--- src/rtl/apb_isolator_qgate_pkg.sv ---
// apb_iso_pkg: shared types and helpers for the APB Q-channel isolation gate.
//   qstate_e      Q-channel FSM state encoding
//   APB_PPROT_W   width of the APB PPROT field
//   gate_is_open  decides whether the bus may pass through for a given state
package apb_iso_pkg;

    localparam int APB_PPROT_W = 3;

    typedef enum logic [2:0] {
        Q_RUN      = 3'd0,
        Q_REQUEST  = 3'd1,
        Q_STOPPED  = 3'd2,
        Q_EXIT     = 3'd3,
        Q_DENIED   = 3'd4,
        Q_CONTINUE = 3'd5
    } qstate_e;

    // While a quiescence request is pending, the gate stays open only long
    // enough for an already-forwarded transfer to drain.
    function automatic logic gate_is_open(input qstate_e st, input logic inflight);
        logic open;
        open = 1'b0;
        case (st)
            Q_RUN, Q_DENIED, Q_CONTINUE: open = 1'b1;
            Q_REQUEST:                   open = inflight;
            default:                     open = 1'b0;
        endcase
        return open;
    endfunction

endpackage

--- src/rtl/apb_isolator_qgate_if.sv ---
// apb_isolator_qgate_if: one APB4 link (request + response).
//   Parameters: AW address width, DW data width (strobe width DW/8).
//   modport master: drives paddr/pprot/psel/penable/pwrite/pwdata/pstrb,
//                   receives pready/prdata/pslverr.
//   modport slave : the mirror image.
interface apb_isolator_qgate_if #(
    parameter int AW = 32,
    parameter int DW = 32
);
    import apb_iso_pkg::*;

    logic [AW-1:0]          paddr;
    logic [APB_PPROT_W-1:0] pprot;
    logic                   psel;
    logic                   penable;
    logic                   pwrite;
    logic [DW-1:0]          pwdata;
    logic [DW/8-1:0]        pstrb;
    logic                   pready;
    logic [DW-1:0]          prdata;
    logic                   pslverr;

    modport master (
        output paddr, pprot, psel, penable, pwrite, pwdata, pstrb,
        input  pready, prdata, pslverr
    );

    modport slave (
        input  paddr, pprot, psel, penable, pwrite, pwdata, pstrb,
        output pready, prdata, pslverr
    );

endinterface

--- src/rtl/apb_isolator_qgate_qfsm.sv ---
// apb_iso_qfsm: AMBA LPI Q-channel state machine for the APB isolation gate.
//   pclk_i     clock
//   preset_i   synchronous reset, active-high
//   qreqn      quiescence request (active-low)
//   inflight   a forwarded transfer has not completed downstream yet
//   blocked    an upstream transfer is waiting at a closed gate
//   state      current Q state (drives the gate decision in the top)
//   qacceptn   registered Q-channel accept (active-low)
//   qdeny      registered Q-channel deny
// Optional: define APB_ISO_TIMEOUT_EN to deny a request whose drain takes
// TO_CYCLES request cycles; otherwise the request waits for the drain.
//
// state      | meaning
// -----------+-----------------------------------------------------------
// Q_RUN      | normal operation, gate open
// Q_REQUEST  | quiescence requested, draining any in-flight transfer
// Q_STOPPED  | accepted, gate closed, downstream may be powered off
// Q_EXIT     | request withdrawn, qacceptn still low for one cycle
// Q_DENIED   | request refused, gate open, waiting for qreqn to rise
// Q_CONTINUE | qreqn has risen after a deny, qdeny drops on the way to RUN
module apb_iso_qfsm
    import apb_iso_pkg::*;
#(
    parameter int DENY_ON_ACTIVE = 1,
    parameter int TO_CYCLES      = 64
) (
    input  logic    pclk_i,
    input  logic    preset_i,
    input  logic    qreqn,
    input  logic    inflight,
    input  logic    blocked,
    output qstate_e state,
    output logic    qacceptn,
    output logic    qdeny
);

    if (TO_CYCLES < 1) begin : g_to_check
        $error("apb_iso_qfsm: TO_CYCLES must be at least 1");
    end

    logic deny_cond;
    logic timeout;

    assign deny_cond = (DENY_ON_ACTIVE != 0) && blocked;

`ifdef APB_ISO_TIMEOUT_EN
    localparam int              CW      = $clog2(TO_CYCLES + 1);
    localparam logic [CW-1:0]   TO_LAST = CW'(TO_CYCLES - 1);

    logic [CW-1:0] to_cnt_q;

    // Fires on the TO_CYCLES-th request cycle that still has a transfer pending.
    assign timeout = inflight && (to_cnt_q == TO_LAST);
`else
    assign timeout = 1'b0;
`endif

    always_ff @(posedge pclk_i) begin
        if (preset_i) begin
            state    <= Q_RUN;
            qacceptn <= 1'b1;
            qdeny    <= 1'b0;
`ifdef APB_ISO_TIMEOUT_EN
            to_cnt_q <= '0;
`endif
        end else begin
            case (state)
                Q_RUN: begin
                    if (!qreqn) begin
                        state <= Q_REQUEST;
`ifdef APB_ISO_TIMEOUT_EN
                        to_cnt_q <= '0;
`endif
                    end
                end
                Q_REQUEST: begin
                    // Deny has priority: a timed-out drain or a blocked
                    // upstream transfer must not be accepted.
                    if (timeout || deny_cond) begin
                        state <= Q_DENIED;
                        qdeny <= 1'b1;
                    end else if (!inflight) begin
                        state    <= Q_STOPPED;
                        qacceptn <= 1'b0;
                    end
`ifdef APB_ISO_TIMEOUT_EN
                    if (inflight) begin
                        to_cnt_q <= to_cnt_q + CW'(1);
                    end
`endif
                end
                Q_STOPPED: begin
                    if (qreqn) begin
                        state <= Q_EXIT;
                    end
                end
                Q_EXIT: begin
                    state    <= Q_RUN;
                    qacceptn <= 1'b1;
                end
                Q_DENIED: begin
                    if (qreqn) begin
                        state <= Q_CONTINUE;
                    end
                end
                Q_CONTINUE: begin
                    state <= Q_RUN;
                    qdeny <= 1'b0;
                end
                default: begin
                    state    <= Q_RUN;
                    qacceptn <= 1'b1;
                    qdeny    <= 1'b0;
                end
            endcase
        end
    end

endmodule

--- src/rtl/apb_isolator_qgate.sv ---
// apb_isolator_qgate: APB4 isolation gate controlled by an LPI Q-channel,
// placed in front of a power-gateable APB peripheral.
//   Parameters: AW, DW, ISO_RESP (0 stall / 1 local error while isolated),
//               DENY_ON_ACTIVE (deny when an upstream transfer is blocked),
//               TO_CYCLES (drain timeout, only with APB_ISO_TIMEOUT_EN).
//   pclk_i      clock
//   preset_i    synchronous reset, active-high
//   qreqn_i     quiescence request from the power controller (active-low)
//   qacceptn_o  Q-channel accept (active-low, registered)
//   qdeny_o     Q-channel deny (registered)
//   qactive_o   activity indication: upstream select or transfer in flight
//   s_apb       upstream APB port (this block is the slave)
//   m_apb       downstream APB port (this block is the master)
// Optional build macro: APB_ISO_TIMEOUT_EN enables the drain timeout.
module apb_isolator_qgate
    import apb_iso_pkg::*;
#(
    parameter int AW             = 32,
    parameter int DW             = 32,
    parameter int ISO_RESP       = 0,
    parameter int DENY_ON_ACTIVE = 1,
    parameter int TO_CYCLES      = 64
) (
    input  logic                 pclk_i,
    input  logic                 preset_i,
    input  logic                 qreqn_i,
    output logic                 qacceptn_o,
    output logic                 qdeny_o,
    output logic                 qactive_o,
    apb_isolator_qgate_if.slave  s_apb,
    apb_isolator_qgate_if.master m_apb
);

    localparam int SW        = DW / 8;
    localparam bit LOCAL_ERR = (ISO_RESP != 0);

    if ((DW % 8) != 0) begin : g_dw_check
        $error("apb_isolator_qgate: DW must be a multiple of 8");
    end

    qstate_e q_state;
    logic    inflight_q;
    logic    blocked;
    logic    gate_open;
    logic    fwd;
    logic    local_cpl;
    logic    m_done;

    logic [AW-1:0]          m_paddr;
    logic [APB_PPROT_W-1:0] m_pprot;
    logic                   m_psel;
    logic                   m_penable;
    logic                   m_pwrite;
    logic [DW-1:0]          m_pwdata;
    logic [SW-1:0]          m_pstrb;
    logic                   s_pready;
    logic [DW-1:0]          s_prdata;
    logic                   s_pslverr;

    apb_iso_qfsm #(
        .DENY_ON_ACTIVE (DENY_ON_ACTIVE),
        .TO_CYCLES      (TO_CYCLES)
    ) u_qfsm (
        .pclk_i   (pclk_i),
        .preset_i (preset_i),
        .qreqn    (qreqn_i),
        .inflight (inflight_q),
        .blocked  (blocked),
        .state    (q_state),
        .qacceptn (qacceptn_o),
        .qdeny    (qdeny_o)
    );

    assign gate_open = gate_is_open(q_state, inflight_q);
    // Everything passes only while upstream selects, so an idle bus shows
    // all-zero request and response fields on both sides.
    assign fwd       = gate_open && s_apb.psel;
    assign blocked   = s_apb.psel && !inflight_q;
    assign m_done    = m_psel && m_penable && m_apb.pready;
    assign qactive_o = s_apb.psel || inflight_q;

    // In REQUEST the gate is closed for new work but no error is returned;
    // only a fully isolated peripheral answers locally.
    assign local_cpl = LOCAL_ERR && !gate_open && s_apb.psel && s_apb.penable &&
                       ((q_state == Q_STOPPED) || (q_state == Q_EXIT));

    always_ff @(posedge pclk_i) begin
        if (preset_i) begin
            inflight_q <= 1'b0;
        end else if (m_done) begin
            inflight_q <= 1'b0;
        end else if (fwd && !s_apb.penable) begin
            inflight_q <= 1'b1;
        end
    end

    always_comb begin
        m_paddr   = '0;
        m_pprot   = '0;
        m_psel    = 1'b0;
        m_penable = 1'b0;
        m_pwrite  = 1'b0;
        m_pwdata  = '0;
        m_pstrb   = '0;
        s_pready  = 1'b0;
        s_prdata  = '0;
        s_pslverr = 1'b0;
        if (fwd) begin
            m_paddr   = s_apb.paddr;
            m_pprot   = s_apb.pprot;
            m_psel    = 1'b1;
            m_penable = s_apb.penable;
            m_pwrite  = s_apb.pwrite;
            m_pwdata  = s_apb.pwdata;
            m_pstrb   = s_apb.pstrb;
            s_pready  = m_apb.pready;
            s_prdata  = m_apb.prdata;
            s_pslverr = m_apb.pslverr;
        end else if (local_cpl) begin
            s_pready  = 1'b1;
            s_pslverr = 1'b1;
        end
    end

    assign m_apb.paddr   = m_paddr;
    assign m_apb.pprot   = m_pprot;
    assign m_apb.psel    = m_psel;
    assign m_apb.penable = m_penable;
    assign m_apb.pwrite  = m_pwrite;
    assign m_apb.pwdata  = m_pwdata;
    assign m_apb.pstrb   = m_pstrb;
    assign s_apb.pready  = s_pready;
    assign s_apb.prdata  = s_prdata;
    assign s_apb.pslverr = s_pslverr;

endmodule

--- src/flat_wrapper.sv ---
// flat-port wrapper written by rule: the top's interface ports become plain ports
module apb_isolator_qgate_flat import apb_iso_pkg::*;
#(
    parameter int AW             = 32,
    parameter int DW             = 32,
    parameter int ISO_RESP       = 0,
    parameter int DENY_ON_ACTIVE = 1,
    parameter int TO_CYCLES      = 64
)
  (pclk_i, preset_i, qreqn_i, qacceptn_o, qdeny_o, qactive_o, s_apb_paddr, s_apb_pprot, s_apb_psel, s_apb_penable, s_apb_pwrite, s_apb_pwdata, s_apb_pstrb, s_apb_pready, s_apb_prdata, s_apb_pslverr, m_apb_paddr, m_apb_pprot, m_apb_psel, m_apb_penable, m_apb_pwrite, m_apb_pwdata, m_apb_pstrb, m_apb_pready, m_apb_prdata, m_apb_pslverr);
  apb_isolator_qgate_if #(.AW(AW), .DW(DW)) s_apb_i ();
  apb_isolator_qgate_if #(.AW(AW), .DW(DW)) m_apb_i ();
  input  logic pclk_i;
  input  logic preset_i;
  input  logic qreqn_i;
  output logic qacceptn_o;
  output logic qdeny_o;
  output logic qactive_o;
  input wire logic [$bits(s_apb_i.paddr)-1:0] s_apb_paddr;
  input wire logic [$bits(s_apb_i.pprot)-1:0] s_apb_pprot;
  input wire logic [$bits(s_apb_i.psel)-1:0] s_apb_psel;
  input wire logic [$bits(s_apb_i.penable)-1:0] s_apb_penable;
  input wire logic [$bits(s_apb_i.pwrite)-1:0] s_apb_pwrite;
  input wire logic [$bits(s_apb_i.pwdata)-1:0] s_apb_pwdata;
  input wire logic [$bits(s_apb_i.pstrb)-1:0] s_apb_pstrb;
  output wire logic [$bits(s_apb_i.pready)-1:0] s_apb_pready;
  output wire logic [$bits(s_apb_i.prdata)-1:0] s_apb_prdata;
  output wire logic [$bits(s_apb_i.pslverr)-1:0] s_apb_pslverr;
  output wire logic [$bits(m_apb_i.paddr)-1:0] m_apb_paddr;
  output wire logic [$bits(m_apb_i.pprot)-1:0] m_apb_pprot;
  output wire logic [$bits(m_apb_i.psel)-1:0] m_apb_psel;
  output wire logic [$bits(m_apb_i.penable)-1:0] m_apb_penable;
  output wire logic [$bits(m_apb_i.pwrite)-1:0] m_apb_pwrite;
  output wire logic [$bits(m_apb_i.pwdata)-1:0] m_apb_pwdata;
  output wire logic [$bits(m_apb_i.pstrb)-1:0] m_apb_pstrb;
  input wire logic [$bits(m_apb_i.pready)-1:0] m_apb_pready;
  input wire logic [$bits(m_apb_i.prdata)-1:0] m_apb_prdata;
  input wire logic [$bits(m_apb_i.pslverr)-1:0] m_apb_pslverr;
  assign s_apb_i.paddr = s_apb_paddr;
  assign s_apb_i.pprot = s_apb_pprot;
  assign s_apb_i.psel = s_apb_psel;
  assign s_apb_i.penable = s_apb_penable;
  assign s_apb_i.pwrite = s_apb_pwrite;
  assign s_apb_i.pwdata = s_apb_pwdata;
  assign s_apb_i.pstrb = s_apb_pstrb;
  assign s_apb_pready = s_apb_i.pready;
  assign s_apb_prdata = s_apb_i.prdata;
  assign s_apb_pslverr = s_apb_i.pslverr;
  assign m_apb_paddr = m_apb_i.paddr;
  assign m_apb_pprot = m_apb_i.pprot;
  assign m_apb_psel = m_apb_i.psel;
  assign m_apb_penable = m_apb_i.penable;
  assign m_apb_pwrite = m_apb_i.pwrite;
  assign m_apb_pwdata = m_apb_i.pwdata;
  assign m_apb_pstrb = m_apb_i.pstrb;
  assign m_apb_i.pready = m_apb_pready;
  assign m_apb_i.prdata = m_apb_prdata;
  assign m_apb_i.pslverr = m_apb_pslverr;
  apb_isolator_qgate #(.AW(AW), .DW(DW), .ISO_RESP(ISO_RESP), .DENY_ON_ACTIVE(DENY_ON_ACTIVE), .TO_CYCLES(TO_CYCLES)) u_core (.pclk_i(pclk_i), .preset_i(preset_i), .qreqn_i(qreqn_i), .qacceptn_o(qacceptn_o), .qdeny_o(qdeny_o), .qactive_o(qactive_o), .s_apb(s_apb_i), .m_apb(m_apb_i));
endmodule
--- config.mk ---
export PLATFORM = sky130hd
export DESIGN_NAME = apb_isolator_qgate_flat
export DESIGN_NICKNAME = d
export VERILOG_FILES = /design/src/rtl/apb_isolator_qgate_pkg.sv /design/src/rtl/apb_isolator_qgate_if.sv /design/src/rtl/apb_isolator_qgate_qfsm.sv /design/src/rtl/apb_isolator_qgate.sv /design/src/flat_wrapper.sv
export SDC_FILE = /design/constraint.sdc
export NUM_CORES = 1
export LEC_CHECK = 0
export ABC_AREA = 1
export CAP_MARGIN = 30
export CORE_MARGIN = 5
export CORE_UTILIZATION = 20
export DETAILED_ROUTE_END_ITERATION = 8
export PLACE_DENSITY = 0.79
export SYNTH_ARGS = -nofsm -noshare
export SYNTH_HDL_FRONTEND = slang
export SYNTH_SLANG_ARGS = --single-unit
export TNS_END_PERCENT = 10
--- constraint.sdc ---
create_clock -name pclk_i -period 1.6 [get_ports pclk_i]
set_clock_uncertainty 0.05 [all_clocks]
set_input_delay 0.48 -clock pclk_i [delete_from_list [all_inputs] [get_ports pclk_i]]
set_output_delay 0.48 -clock pclk_i [all_outputs]
set_load 0.02 [all_outputs]
# ---- Word-level counts from Yosys, hierarchy flattened
# Cells that the tools add are included.
dict set report word_totals {
  register_bits 6
  out_inout_bits 111
  in_bits 111
}
dict set report classes {
  reduce_logical 16
  bitwise_logic 2
  eq_ne 12
  muxes 22
}
# op count
set ops {}
lappend ops {{2-to-1 mux 32 bit} 3}
lappend ops {{2-to-1 mux 3 bit} 6}
lappend ops {{case mux 3 bit (4 select lines)} 1}
lappend ops {{inequality test 2 bit (second input constant)} 5}
lappend ops {{2-to-1 mux 1 bit} 8}
lappend ops {{OR reduction 4 bit} 2}
lappend ops {{== test 3 x 2 -> 1 bit (second input constant)} 2}
lappend ops {{== test 3 bit (second input constant)} 2}
lappend ops {{case mux 1 bit (2 select lines)} 3}
lappend ops {{logical AND 1 bit} 5}
lappend ops {{2-to-1 mux 4 bit} 1}
lappend ops {{AND reduction 4 bit} 1}
lappend ops {{== test 3 x 1 -> 1 bit (second input constant)} 1}
lappend ops {{zero test 3 bit} 1}
lappend ops {{inequality test 3 bit (second input constant)} 1}
lappend ops {{AND reduction 3 bit} 1}
lappend ops {{OR reduction 3 bit} 1}
lappend ops {{zero test 1 bit} 2}
lappend ops {{inequality test 2 x 1 -> 1 bit (second input constant)} 1}
lappend ops {{inverter 1 bit} 2}
lappend ops {{AND reduction 2 bit} 1}
lappend ops {{OR reduction 2 bit} 1}
lappend ops {{logical OR 1 bit} 1}

# ---- Depth between registers and ports, before layout
dict set report depth {
  depth_word 8
  depth_mapped 8
}

# ---- Cells and area by module
# From an unflattened synthesis, not the netlist that was laid out.
dict set report unflattened {
  cells_unflattened 286
  hier_area_um2 1336.3
}
# mod n_inst area_per_inst_um2 cells_per_inst
set by_module_without_submodules {}
lappend by_module_without_submodules {apb_isolator_qgate 1 1024.7 242}
lappend by_module_without_submodules {apb_iso_qfsm 1 311.5 44}

# ---- Worst setup path after synthesis
# Ideal clock, no wire load.
dict set report synth_timing {
  path_type {in2out}
  from {in s_apb_psel}
  to {out m_apb_pwdata[20]}
  path_slack_ns -0.144
  cell_stages 6
  arrival_time_ns 1.214
  path_cell_list {inv_1 -> nor2_2 -> nand2_4 -> buf_6 -> buf_8 -> nor2_2}
}
dict set report synth_between {
  elab_chain_cells 2
}
# item line
set synth_lines {}
lappend synth_lines {{start, declared} flat_wrapper.sv:21} ;# input wire logic [$bits(s_apb_i.psel)-1:0] s_apb_psel;
lappend synth_lines {{logical AND 1 bit} apb_isolator_qgate.sv:77} ;# assign fwd = gate_open && s_apb.psel;
lappend synth_lines {{2-to-1 mux 32 bit} apb_isolator_qgate.sv:108} ;# if (fwd) begin
lappend synth_lines {{end, declared} flat_wrapper.sv:34} ;# output wire logic [$bits(m_apb_i.pwdata)-1:0] m_apb_pwdata;
# No other way between the ends.

# ---- Worst setup path after layout
dict set report layout_timing {
  from {in s_apb_psel}
  to {out s_apb_prdata[7]}
}
dict set report layout_between {
  elab_chain_cells 2
}
# item line
set layout_lines {}
lappend layout_lines {{logical AND 1 bit} apb_isolator_qgate.sv:77}
lappend layout_lines {{2-to-1 mux 32 bit} apb_isolator_qgate.sv:108}
lappend layout_lines {{end, declared} flat_wrapper.sv:27} ;# output wire logic [$bits(s_apb_i.prdata)-1:0] s_apb_prdata;
# No other way between the ends.

==> out/qor.tcl <==
set qor(gp_congestion) 0.822
set qor(largest_net_degree_at_the_start_of_global_routing) 48
set qor(number_of_cells_on_the_worst_hold_path) 2
set qor(place_hpwl_mm) 6.36
set qor(synth.yosys.seq_area_share_pct) 9.03
set qor(numCtsBuffers) 3
set qor(timing.final.crit_share_pct) 121
set qor(synth_edf_count) 0
set qor(ys_ff_latch) 6
set qor(syn-num-nets) 389
set qor(initial_core_util_pct) 20.7
set qor(path_delay_family) {buffers and inverters}
set qor(finalWorstPathRequiredPeriod_ns) 1.94
set qor(fin_ws_ns) -0.340
set qor(wire_length_of_the_first_global_routing_pass_mm) 11.8
set qor(timing.critical_path.slowest_cell_delay_ns) 0.17
set qor(worst_slew_margin_rel_pct) 81.1
set qor(slew_violations) 0
set qor(grt_setup_unrepaired) {yes}
set qor(hold_end) {u_core.u_qfsm.qdeny}
set qor(critPathLaunch) {s_apb_psel}
set qor(netlist_top_cells_area) {sky130_fd_sc_hd__inv_1 (32%), sky130_fd_sc_hd__nor2_1 (26%), sky130_fd_sc_hd__nor2_4 (9.3%)}
set qor(ys_async_sr_fraction_pct) 0
set qor(grt_util_all_layers_pct) 17.2
set qor(synth.distinct_cells) 20
set qor(postLayoutCoreUtil_pct) 63.9
set qor(post-route-drc-count) 0
set qor(htree_num_levels) 1
set qor(worst_path_max_delay_cell) {sky130_fd_sc_hd__clkbuf_16}
set qor(die_width_um) 91.6
set qor(syn_area_sq_mm) 0.00133
set qor(row_count) 29
set qor(cp.depth) 8
set qor(clockBufferDepth) 2
set qor(post_drt_wl_per_cell_um) 13.6
set qor(ir_worst_vdd_mv) 0.605
set qor(nFillCells) 548
set qor(pwr_density_cell_mw_per_mm2) 1040
set qor(vias_per_cell) 4.08
set qor(post_route_cells_drive_above_1_share_pct) 38.9
set qor(crit_arrival_ns) 1.41
set qor(ioPinCount) 222
set qor(most_used_standard_cell_by_instance_count_after_synthesis) {sky130_fd_sc_hd__inv_1}
set qor(max-cap-violations) 0
set qor(postSynthCellCount) 278
set qor(diodes) 0
set qor(synth.yosys.warnings) 0
set qor(netlist.top_cell.by_area) {sky130_fd_sc_hd__inv_1}
set qor(grt_antenna_before_repair) 0
set qor(final.setup.tns_ns) -28.27
set qor(firstDrtPassIters) 4
set qor(average_size_of_a_mapped_cell_sq_um) 4.78
set qor(report.final.hold_viol_count) 0
set qor(end_kind) {output port}
set qor(synthesis_to_finish_area_growth_pct) 209
set qor(worstPathBufferInverterCount) 5
set qor(place_area_sq_mm) 0.00377
set qor(tritoncts) {done}
set qor(final_design_area_no_fill_sq_mm) 0.00410
set qor(postRouteWirelength_mm) 8.00
set qor(worst_slew_pin_slew_ns) 0.282
set qor(finalNetCount) 625
set qor(root_driver) {sky130_fd_sc_hd__clkbuf_8}
set qor(placement.io_buffers) 221
set qor(floorplan.die.height_um) 91.6
set qor(kind_of_critical_path) {in2out}
set qor(core_region_area_sq_mm) 0.00642
set qor(required_ns) 1.07
set qor(postSynth.topFlopCell) {sky130_fd_sc_hd__dfxtp_1}
set qor(number_of_global_route_vias_before_repair) 2427
set qor(start_kind) {primary input}
set qor(insertion_delay_ns) 0.22
set qor(post_synth_most_frequent_cells) {sky130_fd_sc_hd__inv_1 (114), sky130_fd_sc_hd__nor2_1 (92), sky130_fd_sc_hd__nand2_1 (12), sky130_fd_sc_hd__nor2_2 (11), sky130_fd_sc_hd__nor2_4 (11)}
set qor(fp.dieArea_sq_mm) 0.00838
set qor(r2r-end) {u_core.u_qfsm.state[1]}
set qor(outcome) {finished with violations}
set qor(worst-r2r-cell-count) 7
set qor(globalRouteOverflowTotal) 0
set qor(final-setup-viol-count) 108
set qor(failed_checks) {negative setup slack}
set qor(power_leakage_nw) 2.22
set qor(worstHoldPathType) {reg2reg}
set qor(timing.fmax_ghz) 0.515
set qor(crit_path_cell_trace) {buf_12 > inv_12 > nor2_4 > nand2_8 > buf_12 > clkbuf_16 > nor2_4 > buf_6}
set qor(worst-path-max-fanout) 5
set qor(path_clk_slew_ns) 0.04
set qor(yosys.area.top_type_share_pct) 32.2
set qor(reg2reg_setup_slack_ns) 0.32
set qor(ant_nets) 0
set qor(holdBufCountCts) 0
set qor(route.vias.total) 2401
set qor(clock_sinks) 6
set qor(worstHoldStart) {u_core.u_qfsm.qdeny}
set qor(reg2reg_from) {u_core.u_qfsm.state[1]}
set qor(placement.setup.worst_slack_ns) -1.23
set qor(drt_iter0_drcs) 33
## power breakdown
group	internal [W]	total, W	leakage [nW]	switching, W
clock network	0.000162	0.000227	0.0216	0.0000657
registers	0.000198	0.000228	0.0500	0.0000306
logic	0.00177	0.00382	2.15	0.00204
total	0.00213	0.00427	2.22	0.00214
## cells by family after synthesis
| family | after synthesis | synth area share (%) |
|---|---|---|
| simple gates | 136 | 48.4 |
| compound gates | 9 | 3.57 |
| buf+inv | 127 | 38.9 |
| flops | 6 | 9.03 |
## worst min-delay path, cell delays in order (launching register included)
cell and delay [ns]:
sky130_fd_sc_hd__dfxtp_1 0.30, sky130_fd_sc_hd__nand2_1 0.06, sky130_fd_sc_hd__a21oi_1 0.05
## repair_timing
item,in CTS,in global routing
resized for setup,579,73
endpoints found under the setup margin,112,109
cloned,3,1
buffers inserted,4,2
pin swaps,2,5
hold endpoints to repair,0,0
## flip-flops by register name, indices dropped and copies added (netlist names)
register / cells
u_core.inflight_q: 1
u_core.u_qfsm.qacceptn: 1
u_core.u_qfsm.qdeny: 1
u_core.u_qfsm.state: 3
## routing by layer
layer,global-route usage [%],vias up,routed length [um]
li1,-,1197,-
met3,5.70,12,873
met5,0,-,0
met1,15.5,1046,2550
met4,4.90,0,106
met2,35.6,146,4460
## final cells by class
| type | instances | area, sq um | area share [%] |
|---|---|---|---|
| Tap cell | 77 | 96.3 | 2.35 |
| Inverter | 115 | 444 | 10.8 |
| Clock buffer | 3 | 41.3 | 1.01 |
| Multi-Input combinational cell | 145 | 961 | 23.4 |
| Timing Repair Buffer | 243 | 2440 | 59.4 |
| Sequential cell | 6 | 123 | 2.99 |
## through the flow
stage | instances | total power [W] | hold WS, ns
2_1_floorplan | 278 | 0.00195 | 0.411
3_3_place_gp | 578 | 0.00348 | 0.406
3_5_place_dp | 578 | 0.00353 | 0.416
4_1_cts | 588 | 0.00403 | 0.418
5_1_grt | 589 | 0.00454 | 0.448
6_report | 589 | 0.00427 | 0.417
## layout by cell type (no fill, tap or decap), drive strengths merged
cell type,Yosys,layout
nand3,5,5
o21ai,3,3
a21oi,5,5
inv,115,115
nor3,1,1
o211ai,1,1
dlygate4sd2,0,2
nor2,114,114
clkdlybuf4s50,0,109
nand3b,1,1
dfxtp,6,6
clkdlybuf4s15,0,4
nand4,1,1
nand2,14,14
buf,12,127
clkbuf,0,4
## how the worst max path moves through the flow
stage	endpoint	slack (ns)
floorplan	m_apb_paddr[10]	-0.08
global placement	m_apb_paddr[11]	-1.23
detailed placement	m_apb_paddr[24]	-1.23
CTS	m_apb_pwdata[11]	-0.46
global route	s_apb_prdata[7]	-0.38
finish	s_apb_prdata[7]	-0.34
(Power assumes the default switching activity.)
==> patch, RTL diff (same flow settings) <==
Re-encode `qstate_e` (6 states) as Gray code, 3 bits wide.
--- a/src/rtl/apb_isolator_qgate_pkg.sv
+++ b/src/rtl/apb_isolator_qgate_pkg.sv
@@ -7,12 +7,12 @@
     localparam int APB_PPROT_W = 3;
 
     typedef enum logic [2:0] {
-        Q_RUN      = 3'd0,
-        Q_REQUEST  = 3'd1,
-        Q_STOPPED  = 3'd2,
-        Q_EXIT     = 3'd3,
-        Q_DENIED   = 3'd4,
-        Q_CONTINUE = 3'd5
+        Q_RUN      = 3'b000,
+        Q_REQUEST  = 3'b001,
+        Q_STOPPED  = 3'b011,
+        Q_EXIT     = 3'b010,
+        Q_DENIED   = 3'b110,
+        Q_CONTINUE = 3'b111
     } qstate_e;
 
     // While a quiescence request is pending, the gate stays open only long
Behaviour: no difference found for any inputs over 10 cycles, from zero or initial values and one cycle with preset_i high; not proved beyond that.
==> patch against the unedited design <==
The run still ends with setup timing left; worst setup slack got worse by 0.033 ns; synthesized area is 4.0% lower; sequential cell count stayed put; power increased by 35%; routed wire length is 13% higher; final area is 9.7% higher; combinational power rose by 39%.
==> patch: results (changes against the unedited design) <==
* Met1 wire length at 3.17 mm (+24%)
* Overall routing resource usage at 18.3% (+1.1 points)
* Top cells by area, synth: inv_1 (34%), nor2_1 (27%), nor2_2 (9.8%), dfxtp_1 (9.4%), nand2_1 (5.0%)
* RR Startpoint: u_core.u_qfsm.state[2]
* Compound-Gate Fraction of Synth Area at 1.18% (-2.4 points)
* Outcome: finished, violations left
* Dpl cells at 583 (+0.87%)
* Fillcell total at 461 (-16%)
* Met1 Use GR at 18.3% (+2.8 points)
* Net count after synthesis at 394 (+1.3%)
* Setup violators final at 109 (+0.93%)
* Leakage power at 2.34 nW (+5.5%)
* Psw at 2.91 mW (+36%)
* Relative slew margins at 84.5% (+3.5 points)
* Vias at 2518 (+4.9%)
* Met2 GRT Util at 35.8% (+0.19 points)
* Final setup margin at -0.373 ns (-0.0326 ns)
* Pin count of the biggest net entering global routing at 37 (-23%)
* Post-Route WL at 9.01 mm (+13%)
* Layout area overhead at 253%
* Netlist cell types at 14 (-30%)
* Wire length on met3 at 819 microns (-6.2%)
* Yosys top cell area share at 33.8% (+1.7 points)
* Post-DP HPWL at 6.00 mm (-5.6%)
* Cell count after synthesis at 283 (+1.8%)
* Crit path DAT at 1.44 ns (+0.03 ns)
* Worst-path fanout max at 8 (+3)
* Worst r2r dst: u_core.u_qfsm.state[0]
* Routed vias/inst at 4.18 (+2.6%)
* Worst R2R Path Depth at 9 (+2)
* Drt first-iter violations at 28 (-15%)
* Met3 usage at 6.09% (+0.39 points)
* Nets at 638 (+2.1%)
* First-pass GRT wire length at 12.3 mm (+3.6%)
* Failing checks: setup timing
* FF-to-FF setup slack at 0.26 ns (-0.06 ns)
* Met2 routed WL at 4.84 mm (+8.3%)
-- patch: cell types whose count changed in the layout (fill, tap and decap cells not counted), moves of 4 or more --
cell and delta:
buf_2 -6, nor2_1 -32, buf_6 +18, clkdlybuf4s15_2 -4, nor2_2 +16, nand3_1 +4, nor2_4 +15, buf_4 -7
nand2_1 +4
-- patch: cells by family (layout without fill, tap and decap cells) --
| family | after synthesis | after routing |
|---|---|---|
| AOI/OAI and AO/OA | 3 | 3 |
| and+or+nand+nor | 146 | 148 |
| DFF | 6 | 6 |
| buffers and inverters | 128 | 368 |
-- patch: metrics by stage --
stage | setup slack [ns] | hold slack, ns | setup TNS (ns) | instance area [sq um]
after floorplan | -0.0837 | 0.480 | -8.00 | 1430
after global placement | -0.998 | 0.404 | -103.84 | 3770
after detailed placement | -1.01 | 0.412 | -104.28 | 3770
after CTS | -0.479 | 0.423 | -40.46 | 4070
after global routing | -0.446 | 0.452 | -42.04 | 4500
final | -0.373 | 0.424 | -35.65 | 4500
-- patch: how the worst max path moves through the flow --
stage | from | to | slack, ns | depth (start not counted)
finish | u_core.u_qfsm.state[2] | m_apb_paddr[29] | -0.37 | 7
global route | u_core.u_qfsm.state[2] | m_apb_paddr[29] | -0.45 | 7
CTS | u_core.u_qfsm.state[1] | s_apb_prdata[29] | -0.48 | 7
detailed placement | s_apb_psel | s_apb_prdata[12] | -1.01 | 5
global placement | s_apb_psel | m_apb_pwdata[13] | -1.0 | 5
floorplan | u_core.u_qfsm.state[2] | m_apb_paddr[10] | -0.08 | 6
-- patch: critical path, cell delays in order, from the launching register on --
cell and delay [ns]:
dfxtp_4 0.35, nor2_4 0.14, nand2_4 0.08, nand2_8 0.11
nand2_4 0.11, clkbuf_16 0.18, nor2_1 0.10, buf_4 0.16
-- patch: area by class of cell --
cell class | instances | share of cell area [%]
Clock buffer | 3 | 0.917
Timing Repair Buffer | 249 | 58.3
Tap cell | 77 | 2.14
Sequential cell | 6 | 2.81
Multi-Input combinational cell | 151 | 26.2
Inverter | 116 | 9.67
-- patch: repair_timing --
action	in CTS	in global routing
endpoints found under the setup margin	111	109
gates cloned	6	6
hold endpoints to repair	0	0
pin swaps	5	7
buffers inserted	3	3
gates resized for setup	582	160
-- patch: power groups by stage --
stage | logic, mW | registers [mW] | clock network, mW
after floorplan | 2.05 | 0.259 | 0
after global placement | 3.81 | 0.240 | 0
after detailed placement | 3.85 | 0.240 | 0
after CTS | 4.51 | 0.240 | 0.233
after global routing | 5.59 | 0.248 | 0.246
final | 5.30 | 0.242 | 0.234
